**src/rtl/mac_array_sequencer_pkg.sv**
```systemverilog
// Shared opcodes, state encoding and status layout for the MAC array sequencer.
package mac_array_sequencer_pkg;

   localparam logic [31:0] INST_COMPUTE    = 32'd87;
   localparam logic [31:0] INST_LOADIFMAPS = 32'd88;

   localparam logic [4:0] K_MAX = 5'd5;

   localparam logic [2:0] ST_IDLE    = 3'd0;
   localparam logic [2:0] ST_WREAD   = 3'd1;
   localparam logic [2:0] ST_WSHIFT  = 3'd2;
   localparam logic [2:0] ST_WCOMMIT = 3'd3;
   localparam logic [2:0] ST_STREAM  = 3'd4;
   localparam logic [2:0] ST_DRAIN   = 3'd5;
   localparam logic [2:0] ST_DONE    = 3'd6;

   typedef enum logic [2:0] {
      S_IDLE    = ST_IDLE,
      S_WREAD   = ST_WREAD,
      S_WSHIFT  = ST_WSHIFT,
      S_WCOMMIT = ST_WCOMMIT,
      S_STREAM  = ST_STREAM,
      S_DRAIN   = ST_DRAIN,
      S_DONE    = ST_DONE
   } seq_state_t;

   localparam int STAT_BUSY     = 0;
   localparam int STAT_DONE     = 1;
   localparam int STAT_ERR      = 2;
   localparam int STAT_K_LSB    = 3;
   localparam int STAT_K_MSB    = 7;
   localparam int STAT_PERF_LSB = 16;

endpackage

```
**src/rtl/mac_seq_weight_reader.sv**
```systemverilog
// Weight BRAM read address counter and the one-cycle-delayed preload strobe.
module mac_seq_weight_reader #(
   parameter int BRAM_ADDRESS_WIDTH = 12
) (
   input  logic                          clk,
   input  logic                          rst_n,
   input  logic                          active,
   input  logic [BRAM_ADDRESS_WIDTH-1:0] base,
   input  logic [4:0]                    k,
   output logic [BRAM_ADDRESS_WIDTH-1:0] bram_addr,
   output logic                          bram_rd_en,
   output logic                          preload,
   output logic                          last
);

   logic [2:0] idx_q, idx_d;
   logic       preload_q, preload_d;

   always_comb begin
      idx_d      = active ? idx_q + 3'd1 : 3'd0;
      preload_d  = active;
      bram_rd_en = active;
      // Address wraps naturally at the BRAM width.
      bram_addr  = active ? base + BRAM_ADDRESS_WIDTH'(idx_q) : '0;
      last       = active && ({2'b00, idx_q} == (k - 5'd1));
      preload    = preload_q;
   end

   always_ff @(posedge clk or negedge rst_n) begin
      if (!rst_n) begin
         idx_q     <= 3'd0;
         preload_q <= 1'b0;
      end else begin
         idx_q     <= idx_d;
         preload_q <= preload_d;
      end
   end

endmodule

```
**src/rtl/mac_array_sequencer.sv**
```systemverilog
// Instruction-driven MAC array control sequencer (weight load, ifmap stream, drain).
// Optional stall counter on status[31:16] built with `define MAC_SEQ_PERF_EN.
module mac_array_sequencer
   import mac_array_sequencer_pkg::*;
#(
   parameter int BRAM_ADDRESS_WIDTH = 12,
   parameter int CNT_WIDTH          = 16,
   parameter int DRAIN_CYCLES       = 4
) (
   input  logic                          clk,
   input  logic                          rst_n,
   input  logic [31:0]                   inst,
   input  logic                          inst_valid,
   output logic                          inst_ready,
   input  logic [4:0]                    kernel_size,
   input  logic [BRAM_ADDRESS_WIDTH-1:0] weight_base_addr,
   input  logic [CNT_WIDTH-1:0]          ifmap_count,
   output logic [BRAM_ADDRESS_WIDTH-1:0] bram_addr,
   output logic                          bram_rd_en,
   output logic                          load_weight_preload,
   output logic                          load_MAC_weight,
   output logic                          load_ifmaps,
   input  logic                          ifmaps_fifo_empty,
   output logic                          done,
   output logic [31:0]                   status
);

   seq_state_t                    state_q, state_d;
   logic [4:0]                    k_q, k_d;
   logic [BRAM_ADDRESS_WIDTH-1:0] base_q, base_d;
   logic [CNT_WIDTH-1:0]          beats_q, beats_d;
   logic [3:0]                    drain_q, drain_d;
   logic                          done_sticky_q, done_sticky_d;
   logic                          err_q, err_d;
   logic                          op_legal;
   logic                          rd_last;
   logic [15:0]                   perf_w;

   // Opcode 88 ignores K entirely; only compute checks its range.
   assign op_legal = ((inst == INST_COMPUTE) && (kernel_size != 5'd0) && (kernel_size <= K_MAX))
                   || (inst == INST_LOADIFMAPS);
   assign inst_ready = (state_q == S_IDLE);

   mac_seq_weight_reader #(
      .BRAM_ADDRESS_WIDTH(BRAM_ADDRESS_WIDTH)
   ) u_weight_reader (
      .clk        (clk),
      .rst_n      (rst_n),
      .active     (state_q == S_WREAD),
      .base       (base_q),
      .k          (k_q),
      .bram_addr  (bram_addr),
      .bram_rd_en (bram_rd_en),
      .preload    (load_weight_preload),
      .last       (rd_last)
   );

   always_comb begin
      state_d         = state_q;
      k_d             = k_q;
      base_d          = base_q;
      beats_d         = beats_q;
      drain_d         = drain_q;
      done_sticky_d   = done_sticky_q;
      err_d           = err_q;
      load_MAC_weight = 1'b0;
      load_ifmaps     = 1'b0;
      done            = 1'b0;
      case (state_q)
         S_IDLE: begin
            if (inst_valid) begin
               if (op_legal) begin
                  k_d           = kernel_size;
                  base_d        = weight_base_addr;
                  beats_d       = ifmap_count;
                  done_sticky_d = 1'b0;
                  err_d         = 1'b0;
                  state_d       = (inst == INST_COMPUTE) ? S_WREAD : S_STREAM;
               end else begin
                  err_d = 1'b1;
               end
            end
         end
         S_WREAD: begin
            if (rd_last) state_d = S_WSHIFT;
         end
         S_WSHIFT: state_d = S_WCOMMIT;
         S_WCOMMIT: begin
            load_MAC_weight = 1'b1;
            state_d         = S_STREAM;
         end
         S_STREAM: begin
            drain_d = 4'd0;
            if (beats_q == '0) begin
               state_d = S_DRAIN;
            end else if (!ifmaps_fifo_empty) begin
               load_ifmaps = 1'b1;
               beats_d     = beats_q - CNT_WIDTH'(1);
               if (beats_q == CNT_WIDTH'(1)) state_d = S_DRAIN;
            end
         end
         S_DRAIN: begin
            if (drain_q == 4'(DRAIN_CYCLES - 1)) state_d = S_DONE;
            else drain_d = drain_q + 4'd1;
         end
         S_DONE: begin
            done          = 1'b1;
            done_sticky_d = 1'b1;
            state_d       = S_IDLE;
         end
         default: state_d = S_IDLE;
      endcase
   end

   always_ff @(posedge clk or negedge rst_n) begin
      if (!rst_n) begin
         state_q       <= S_IDLE;
         k_q           <= 5'd0;
         base_q        <= '0;
         beats_q       <= '0;
         drain_q       <= 4'd0;
         done_sticky_q <= 1'b0;
         err_q         <= 1'b0;
      end else begin
         state_q       <= state_d;
         k_q           <= k_d;
         base_q        <= base_d;
         beats_q       <= beats_d;
         drain_q       <= drain_d;
         done_sticky_q <= done_sticky_d;
         err_q         <= err_d;
      end
   end

`ifdef MAC_SEQ_PERF_EN
   logic [15:0] stall_q, stall_d;

   always_comb begin
      stall_d = stall_q;
      if ((state_q == S_IDLE) && inst_valid && op_legal) begin
         stall_d = 16'd0;
      end else if ((state_q == S_STREAM) && ifmaps_fifo_empty && (beats_q != '0)
                   && (stall_q != 16'hFFFF)) begin
         stall_d = stall_q + 16'd1;
      end
   end

   always_ff @(posedge clk or negedge rst_n) begin
      if (!rst_n) stall_q <= 16'd0;
      else        stall_q <= stall_d;
   end

   assign perf_w = stall_q;
`else
   assign perf_w = 16'd0;
`endif

   always_comb begin
      status                          = 32'd0;
      status[STAT_BUSY]               = (state_q != S_IDLE);
      status[STAT_DONE]               = done_sticky_q;
      status[STAT_ERR]                = err_q;
      status[STAT_K_MSB:STAT_K_LSB]   = k_q;
      status[31:STAT_PERF_LSB]        = perf_w;
   end

endmodule

```
**config.mk**
```make
export PLATFORM = sky130hd
export DESIGN_NAME = mac_array_sequencer
export DESIGN_NICKNAME = d
export VERILOG_FILES = /design/src/rtl/mac_array_sequencer_pkg.sv /design/src/rtl/mac_seq_weight_reader.sv /design/src/rtl/mac_array_sequencer.sv
export SDC_FILE = /design/constraint.sdc
export NUM_CORES = 1
export LEC_CHECK = 0
export ABC_AREA = 1
export CORE_ASPECT_RATIO = 0.9
export CORE_UTILIZATION = 46
export CTS_BUF_LIST = sky130_fd_sc_hd__clkbuf_4 sky130_fd_sc_hd__clkbuf_8 sky130_fd_sc_hd__clkbuf_16
export DETAILED_ROUTE_END_ITERATION = 7
export DONT_BUFFER_PORTS = 1
export SYNTH_ARGS = -nofsm -noshare
export SYNTH_HDL_FRONTEND = slang
export SYNTH_HIERARCHICAL = 1
export SYNTH_SLANG_ARGS = --single-unit
```
**constraint.sdc**
```tcl
create_clock -name clk -period 4.5 [get_ports clk]
set_input_delay 0.45 -clock clk [delete_from_list [all_inputs] [get_ports clk]]
set_output_delay 0.45 -clock clk [all_outputs]
set_load 0.05 [all_outputs]
```
==> impl_metrics.toml <==
[route]
drtIter0Drc = 123
wl_per_cell_um = 11.9
ant_nets = 0
viasPerCell = 4.81
drc = 0
vias = 3054
drt_pass1_iterations = 4
wl_um = 7540

[worst_setup_path]
worst-setup-path-type = "flop to primary output"
critPathLaunchType = "flop"
worstPathArrival_ns = 2.59
path_max_fanout = 5
end_kind = "primary output"
worst_ep_required_time_ns = 4.05

[synth]
yosysTopAreaCellShare = 0.316
yosysWarnings = 6
yosys-top-cells-count = "nand2_1, inv_1, nor2_1, dfrtp_1, nand3_1"
synth_ff_type = "dfrtp_1"
synthArstFlopShare = 1.00
synth_edf_count = 0
synth_cells = 542
syn_area_um2 = 3640
synthTopCellsByArea = "dfrtp_1, nand2_1, inv_1"
ys_ff_latch = 46
synth_top_area_cell = "dfrtp_1"
yosysMostFrequentCell = "nand2_1"
syn-mean-instance-area_um2 = 6.71
yosys.cell_types.count = 35
yosysSeqAreaShare = 0.316

[layout]
filler_cell_count = 784
num_antenna_cells = 0
regArea_um2 = 1150
area_growth_pct = 2.82
drive_gt1_frac = 0.106
fin_nets = 617
multi_input_area_um2 = 1980
final_cells = 635

[sta]
fin_ws_ns = 1.46
worstMarginPinSlew_ns = 1.05
report.final.hold_viol_count = 0
setup_viol = 0
maxSlewViolCount = 0
fin_crit_ns = 3.04
slew_headroom = 0.303
fin_crit_sh = 0.675
fin_worst_skew_ns = 0.00814
rsz0062_at_grt = "false"
finalSetupTns_ns = 0
fmax_mhz = 329

[power]
p_leak_nw = 2.08
power_mw = 1.59
internal_power_uw = 772
peakVddDrop_v = 0.000301
switching_share = 0.513
p_switching_uw = 814
p_per_area_nw_per_um2 = 424
comb_power_share = 0.470
clkPwrFrac = 0.212
seq_power_share = 0.318

[cts]
cts-htree-levels = 2
worstSkewPairLatency_ns = 0.31
clockRootBuffer = "clkbuf_8"
cts_made_buffers = 5
tritoncts = "yes"
clk_pin_slew_worst_paths_ns = 0.10
ctsResizeCount = 0
clock_path_buffers = 2
post-cts-setup-buffer-count = 0
cts_sinks = 46

[floorplanning]
ioPinCount = 119
dieWidth_um = 95.7
fp.coreArea_um2 = 7580
dieHeight_um = 86.4
dieArea_um2 = 8270
rows = 30
initial_utilization = 0.480

[global_route]
grt_antenna_before_repair = 0
grt_max_degree = 47
track_usage = 0.193
grt-busiest-layer = "met2"
grtUsageMet1 = 0.258
grt_overflow = 0
grt_pass1_vias = 2655
grtUsageMet3 = 0.0553
met2_usage = 0.305
grt_pass1_wl_um = 12500

[job]
maxCapViolations = 0

[place]
place.gp.congestion = 0.803
post-dp-hpwl_um = 5640
placed_cells = 625
pre_cts_ws_ns = 1.81
port_buffers = 0

[status]
status = "completed"

[hold_path]
hold_class = "input pin to flop"
[layer usage]
layer	wire length (µm)	share of wire	vias to the layer above
met3	488	0.065	5
met1	3610	0.48	1341
li1	-	-	1614
met2	3360	0.45	94
met5	0	0	-
met4	76	0.010	0
[flip-flops by register name, indices dropped and copies added, names as in the netlist]
| register | flops |
|---|---|
| beats_q | 16 |
| base_q | 12 |
| k_q | 5 |
| drain_q | 4 |
| state_q | 3 |
| u_weight_reader/idx_q | 3 |
| done_sticky_q | 1 |
| err_q | 1 |
| u_weight_reader/preload | 1 |
[critical path, stage by stage (launching register included)]
cell and delay [ns]:
dfrtp_1 0.44, ha_1 0.26, fa_1 0.42, nand2_1 0.08, nand2_1 0.12, nand3_1 0.11
nand2_1 0.05, a21oi_1 0.80
[area by class of cell]
cell class	instances	area share
repair buffers	3	0.0120
clock inverters	3	0.0127
clock buffers	5	0.0184
well taps	96	0.0321
multi-input cells	397	0.528
flip-flops and latches	46	0.308
inverters	85	0.0890
[worst paths after layout]
kind,from,to,slack (ns),cells after the start
worst max-delay path,u_weight_reader/idx_q[0]$_DFF_PN0_,bram_addr[10],1.46,7
worst min-delay path,kernel_size[1],k_q[1]$_DFFE_PN0P_,0.26,2
worst max register to register,k_q[0]$_DFFE_PN0P_,state_q[0]$_DFFE_PN0P_,2.14,15
worst min register to register,beats_q[14]$_DFFE_PN0P_,beats_q[14]$_DFFE_PN0P_,0.49,2
max in group asynchronous,rst_n,beats_q[5]$_DFFE_PN0P_,3.64,2
min in group asynchronous,rst_n,base_q[5]$_DFFE_PN0P_,0.64,2
[power by group through the flow]
stage	Clock [mW]	Combinational, mW	Sequential [mW]
global placement	0	0.732	0.510
detailed placement	0	0.736	0.511
global route	0.360	0.829	0.508
floorplan	0	0.686	0.485
finish	0.337	0.745	0.504
CTS	0.344	0.750	0.503
[cells by family after synthesis]
| group | Yosys count | synth area share |
|---|---|---|
| DFF | 46 | 0.316 |
| AOI/OAI and AO/OA | 59 | 0.0873 |
| buffers and inverters | 122 | 0.168 |
| other | 1 | 0.00103 |
| and+or+nand+nor | 297 | 0.374 |
| xor gates and xnor gates | 7 | 0.0169 |
| adders and majority gates | 10 | 0.0365 |
[repair_timing]
action,CTS,global route
hold buffers,2,0
setup endpoints to repair,0,0
hold endpoints to repair,46,0
[cells in the final DEF, fill, tap and decap left out, types with 2 or more instances in the layout]
cell type  instances
xnor2_1            4
ha_1               9
clkbuf_8           5
nand3_2            2
nand4_1            7
dfrtp_1           46
o21ai_0           23
inv_2              4
nand2_2           23
conb_1            24
o21ai_1           21
inv_1             80
inv_6              2
nor3_1             5
xor2_1             3
nand3_1           40
nor2_1            65
nand2_1          137
nor3_2             2
a31oi_1            3
and2_1             3
nand2_8            2
nor2_2             6
a21oi_1           10
[per-stage QoR]
step,util,area (µm²),hold WS (ns)
floorplan,-,3720,0.154
global placement,0.473,3590,0.156
detailed placement,0.473,3590,0.156
CTS,0.493,3740,0.252
global route,0.493,3740,0.254
finish,0.493,3740,0.257
(Power assumes the default switching activity.)
